<file path="config.mk">
export PLATFORM = sky130hd
export DESIGN_NAME = ssp_serdes_param
export DESIGN_NICKNAME = d
export VERILOG_FILES = /design/src/rtl/ssp_serdes_param.sv
export SDC_FILE = /design/constraint.sdc
export NUM_CORES = 1
export LEC_CHECK = 0
export BUFFER_PORTS_ARGS = -buffer_cell sky130_fd_sc_hd__buf_2
export CORE_ASPECT_RATIO = 1.1
export CORE_MARGIN = 2
export CORE_UTILIZATION = 42
export DETAILED_ROUTE_END_ITERATION = 10
export GPL_ROUTABILITY_DRIVEN = 0
export HOLD_SLACK_MARGIN = 0.12
export PLACE_DENSITY = 0.58
export SLEW_MARGIN = 0
export SYNTH_ARGS = -nofsm -noshare
export SYNTH_HDL_FRONTEND = slang
export SYNTH_SLANG_ARGS = --single-unit
</file>
<file path="constraint.sdc">
create_clock -name PCLK -period 2.25 [get_ports PCLK]
set_input_delay 0.225 -clock PCLK [delete_from_list [all_inputs] [get_ports PCLK]]
set_output_delay 0.225 -clock PCLK [all_outputs]
set_load 0.05 [all_outputs]
</file>
<file path="src/rtl/ssp_serdes_param.sv">
// Synchronous serial port: parameterized TX serializer with frame sync,
// and an RX deserializer fed either externally or by internal loopback.
module ssp_serdes_param #(
    parameter int unsigned WIDTH     = 8,
    parameter int unsigned DIV       = 2,
    parameter int unsigned LSB_FIRST = 0
) (
    input  logic             PCLK,
    input  logic             CLEAR_B,
    input  logic             SSPCLKIN,
    input  logic             SSPFSSIN,
    input  logic             SSPRXD,
    input  logic             LOOPBACK,
    input  logic [WIDTH-1:0] TxData,
    input  logic             TxIsEmpty,
    output logic             TxNextWord,
    output logic [WIDTH-1:0] RxData,
    output logic             RxNextWord,
    output logic             SSPCLKOUT,
    output logic             SSPFSSOUT,
    output logic             SSPTXD,
    output logic             SSPOE_B
);

    localparam int unsigned DIV_W = (DIV > 2) ? $clog2(DIV) : 1;
    localparam int unsigned CNT_W = $clog2(WIDTH + 1);

    typedef enum logic [2:0] {
        TX_IDLE,
        TX_LOAD,
        TX_SHIFT,
        TX_LAST,
        TX_LAST_LOAD
    } tx_state_t;

    typedef enum logic {
        RX_IDLE,
        RX_ACTIVE
    } rx_state_t;

    logic [DIV_W-1:0] div_cnt;
    logic             tick;

    tx_state_t        tx_state_q, tx_state_d;
    logic [CNT_W-1:0] tx_cnt_q, tx_cnt_d;
    logic [WIDTH-1:0] shift_out_q, shift_out_d;
    logic             fss_d;
    logic             oe_b_d;

    rx_state_t        rx_state_q, rx_state_d;
    logic [CNT_W-1:0] rx_cnt_q, rx_cnt_d;
    logic [WIDTH-1:0] shift_in_q, shift_in_d;
    logic [WIDTH-1:0] rx_data_d;
    logic             rx_push_d;
    logic             rx_clk, rx_fss, rx_dat;
    logic             clk_prev;
    logic             fall;

    assign tick = (div_cnt == DIV_W'(DIV - 1));

    // Clock divider and 50% duty serial clock, rising on the tick edge
    always_ff @(posedge PCLK or negedge CLEAR_B) begin
        if (!CLEAR_B) begin
            div_cnt   <= '0;
            SSPCLKOUT <= 1'b0;
        end else begin
            if (tick) begin
                div_cnt   <= '0;
                SSPCLKOUT <= 1'b1;
            end else begin
                div_cnt <= div_cnt + DIV_W'(1);
                if (div_cnt == DIV_W'(DIV / 2 - 1)) begin
                    SSPCLKOUT <= 1'b0;
                end
            end
        end
    end

    // TX next-state: every update is gated by tick
    always_comb begin
        tx_state_d  = tx_state_q;
        tx_cnt_d    = tx_cnt_q;
        shift_out_d = shift_out_q;
        fss_d       = SSPFSSOUT;
        oe_b_d      = SSPOE_B;
        if (tick) begin
            if (LSB_FIRST != 0) begin
                shift_out_d = {1'b0, shift_out_q[WIDTH-1:1]};
            end else begin
                shift_out_d = {shift_out_q[WIDTH-2:0], 1'b0};
            end
            case (tx_state_q)
                TX_IDLE: begin
                    if (!TxIsEmpty) begin
                        tx_state_d = TX_LOAD;
                    end
                end
                TX_LOAD, TX_LAST_LOAD: begin
                    shift_out_d = TxData;
                    tx_cnt_d    = CNT_W'(WIDTH - 1);
                    tx_state_d  = TX_SHIFT;
                end
                TX_SHIFT: begin
                    tx_cnt_d = tx_cnt_q - CNT_W'(1);
                    if (tx_cnt_q == CNT_W'(1)) begin
                        tx_state_d = TxIsEmpty ? TX_LAST : TX_LAST_LOAD;
                    end
                end
                TX_LAST: begin
                    tx_state_d = TX_IDLE;
                end
                default: begin
                    tx_state_d = TX_IDLE;
                end
            endcase
            fss_d  = (tx_state_d == TX_LOAD) || (tx_state_d == TX_LAST_LOAD);
            oe_b_d = (tx_state_d == TX_IDLE);
        end
    end

    // TX state, counters, shifter and registered frame sync / output enable
    always_ff @(posedge PCLK or negedge CLEAR_B) begin
        if (!CLEAR_B) begin
            tx_state_q  <= TX_IDLE;
            tx_cnt_q    <= '0;
            shift_out_q <= '0;
            SSPFSSOUT   <= 1'b0;
            SSPOE_B     <= 1'b1;
        end else begin
            tx_state_q  <= tx_state_d;
            tx_cnt_q    <= tx_cnt_d;
            shift_out_q <= shift_out_d;
            SSPFSSOUT   <= fss_d;
            SSPOE_B     <= oe_b_d;
        end
    end

    // FIFO pop coincides with the edge that captures TxData
    assign TxNextWord = tick && ((tx_state_q == TX_LOAD) || (tx_state_q == TX_LAST_LOAD));

    assign SSPTXD = (LSB_FIRST != 0) ? shift_out_q[0] : shift_out_q[WIDTH-1];

    // RX source select: loopback uses the internal TX signals
    assign rx_clk = LOOPBACK ? SSPCLKOUT : SSPCLKIN;
    assign rx_fss = LOOPBACK ? SSPFSSOUT : SSPFSSIN;
    assign rx_dat = LOOPBACK ? SSPTXD    : SSPRXD;
    assign fall   = clk_prev & ~rx_clk;

    // RX next-state: advances only on a falling serial clock
    always_comb begin
        rx_state_d = rx_state_q;
        rx_cnt_d   = rx_cnt_q;
        shift_in_d = shift_in_q;
        rx_data_d  = RxData;
        rx_push_d  = 1'b0;
        if (fall) begin
            case (rx_state_q)
                RX_IDLE: begin
                    if (rx_fss) begin
                        rx_state_d = RX_ACTIVE;
                        rx_cnt_d   = CNT_W'(WIDTH);
                    end
                end
                RX_ACTIVE: begin
                    if (LSB_FIRST != 0) begin
                        shift_in_d = {rx_dat, shift_in_q[WIDTH-1:1]};
                    end else begin
                        shift_in_d = {shift_in_q[WIDTH-2:0], rx_dat};
                    end
                    rx_cnt_d = rx_cnt_q - CNT_W'(1);
                    if (rx_cnt_q == CNT_W'(1)) begin
                        rx_data_d = shift_in_d;
                        rx_push_d = 1'b1;
                        if (rx_fss) begin
                            rx_cnt_d = CNT_W'(WIDTH);
                        end else begin
                            rx_state_d = RX_IDLE;
                        end
                    end
                end
                default: begin
                    rx_state_d = RX_IDLE;
                end
            endcase
        end
    end

    // RX state, shifter, received word and push strobe
    always_ff @(posedge PCLK or negedge CLEAR_B) begin
        if (!CLEAR_B) begin
            rx_state_q <= RX_IDLE;
            rx_cnt_q   <= '0;
            shift_in_q <= '0;
            clk_prev   <= 1'b0;
            RxData     <= '0;
            RxNextWord <= 1'b0;
        end else begin
            rx_state_q <= rx_state_d;
            rx_cnt_q   <= rx_cnt_d;
            shift_in_q <= shift_in_d;
            clk_prev   <= rx_clk;
            RxData     <= rx_data_d;
            RxNextWord <= rx_push_d;
        end
    end

endmodule

</file>
==> metrics.yaml <==
outcome: "complete, no violations"
power_mw: 2.42
grt_pass1_vias: 1321
highest_layer: "met4"
finalHoldViolCount: 0
htreeDepth: 2
ys_seq_area_share_pct: 53.2
routed_via_density: 5.24
numCtsBuffers: 5
clk_latency_ns: 0.28
fin_skew_ns: 0.00242
met3_length_um: 149
worstMarginPinSlew_ns: 0.893
p_seq_share_pct: 46.9
met1Wirelength_mm: 1.57
core_area_sq_mm: 0.00435
rsz0062_at_grt: "no"
end_kind: "flip-flop"
synth-main-ff-cell: "dfrtp_1"
drv_cap: 0
slew_violations: 0
tritoncts: "done"
wl_met2_mm: 1.80
instances_no_fill: 257
drtIter0Drc: 56
yosysTopAreaCell: "dfrtp_1"
final_layout_size_suffix_gt1_share_pct: 30.0
syn_area_sq_mm: 0.00193
wire_per_inst_um: 13.9
cp_max_fo: 9
dr.pass1.iters: 4
power.density_mw_per_mm2: 1100
power.net_switching_mw: 0.906
die_w_um: 68.7
clk_path_buf_depth: 2
slowest_delay_ns: 0.44
synth.avg_cell_area_sq_um: 11.2
worstPathRequired_ns: 2.42
setup_tns_ns: 0
synth_top_area_share_pct: 51.8
synthToLayoutAreaGrowth_pct: 13.9
crit_chain: "mux2i_2 > nand3_4 > or2_1 > mux2_4"
clockPowerShare_pct: 18.6
antenna_left: 0
setup_viol: 0
p_leak_nw: 1.11
peakVddDrop_mv: 0.404
relSlewSlack_pct: 40.5
p_int_mw: 1.52
dp_cells: 248
grt_overflow: 0
fmax_mhz: 546
yosys-top-cells-area: "dfrtp_1 (52%), mux2_4 (6.2%), mux2_2 (5.8%)"
grt_pass1_wl_mm: 5.82
hold_slack_ns: 0.161
r2r_slack_ns: 0.42
io_pins: 29
cp_slowest_cell: "or2_1"
critPathLaunchType: "flip-flop"
io_buffers: 28
rows: 25
die-area_sq_mm: 0.00516
synth_nets: 192
grt_util_all_layers_pct: 15.3
post-synth-top-count-cell: "dfrtp_1"
switching_share_pct: 37.4
grt_max_degree: 42
ys_types: 35
period_minus_slack_ns: 1.83
synth_edf_count: 0
ys_seq_elements: 41
cts.sinks: 41
vias: 1347
p_comb_share_pct: 34.5
start_util_pct: 44.4
min_path_type: "input pin to flip-flop"
critPathArrivalTime_ns: 2.00
antenna_found_initial: 0
worstSetupPathType: "flip-flop to flip-flop"
syn_inst: 173
nets: 221
die_y_um: 75.1
fin_crit_sh_pct: 81.4
clkTransAtPathRegs_ns: 0.07
drt-total-wl_mm: 3.57
async_reset_ff_share_pct: 100
cts-root-buf: "clkbuf_8"
drcViolationCount: 0
synth_common_cells: "dfrtp_1 (40), nor2_1 (15), a21oi_1 (14), inv_1 (11)"
synth_warnings: 0
antennaDiodeCount: 0
hpwl_mm: 2.57
finish.utilization_pct: 50.6
-- worst paths after layout --
| path | from | end | cells after the start |
|---|---|---|---|
| max in group asynchronous | CLEAR_B | tx_state_q[2] | 2 |
| worst min-delay path | TxData[0] | shift_out_q[0] | 3 |
| worst max-delay path | SSPCLKOUT | RxData[4] | 4 |
| min in group asynchronous | CLEAR_B | RxData[3] | 2 |
| worst max register to register | SSPCLKOUT | RxData[4] | 4 |
| worst min register to register | SSPOE_B | SSPOE_B | 2 |
-- flip-flops by register name (all words and copies together) (netlist names) --
name,flops
RxData,8
shift_out_q,8
shift_in_q,7
rx_cnt_q,4
tx_cnt_q,4
tx_state_q,3
RxNextWord,1
SSPCLKOUT,1
SSPFSSOUT,1
SSPOE_B,1
clk_prev,1
div_cnt,1
rx_state_q,1
-- per-stage QoR --
stage	setup WS, ns	cell area (sq um)
finish	0.418	2200
CTS	0.411	2200
global placement	0.454	2110
global route	0.301	2200
detailed placement	0.390	2110
floorplan	0.233	1930
-- area by class of cell --
cell class	count	area, sq um
well taps	54	67.6
flip-flops and latches	41	1030
fillers	415	2150
clock buffers	6	72.6
repair buffers	30	158
multi-input cells	113	823
clock inverters	2	10.0
inverters	11	41.3
-- power by group through the flow --
stage               registers [mW]  logic (mW)  clock network [mW]
floorplan                     1.30       0.482                   0
global placement              1.14       0.817                   0
detailed placement            1.15       0.844                   0
CTS                           1.13       0.846               0.479
global route                  1.17       0.919               0.511
finish                        1.14       0.834               0.451
-- per-layer routing --
layer,up-vias,global-route usage (%)
li1,666,-
met1,649,16.7
met2,26,27.2
met3,6,4.19
met4,0,7.11
met5,-,0
-- placed cells by master (no fill, tap or decap), types with 2 or more instances in the layout --
cell	count
clkbuf_8	5
inv_1	11
a21oi_1	14
nor3_1	6
mux2_2	10
ha_1	4
mux2_4	8
o21ai_0	8
a31oi_1	3
mux2i_1	8
a41oi_1	4
nand3_1	6
nand2_1	10
nor2_1	15
clkinv_2	2
buf_2	28
dfrtp_1	40
-- logic make-up after synthesis --
group	synth area share, %
buffers and inverters	4.21
multiplexers	16.9
AO/OA/AOI/OAI	10.9
flip-flops	53.2
adder cells (fa/ha/maj)	2.59
XOR/XNOR	0.453
AND/OR/NAND/NOR	11.7
-- repair_timing --
action                    4_1_cts  5_1_grt
hold endpoints to repair       40        0
hold buffers                    1        0
gates resized for setup         0        0
setup buffers                   0        0
-- worst max-delay path: cells and delay by family (launching register included) --
kind | cells | cell delay (ns)
mux | 2 | 0.70
simple gates | 2 | 0.62
flops | 1 | 0.40
No activity file was read; power rests on OpenSTA's default activity.
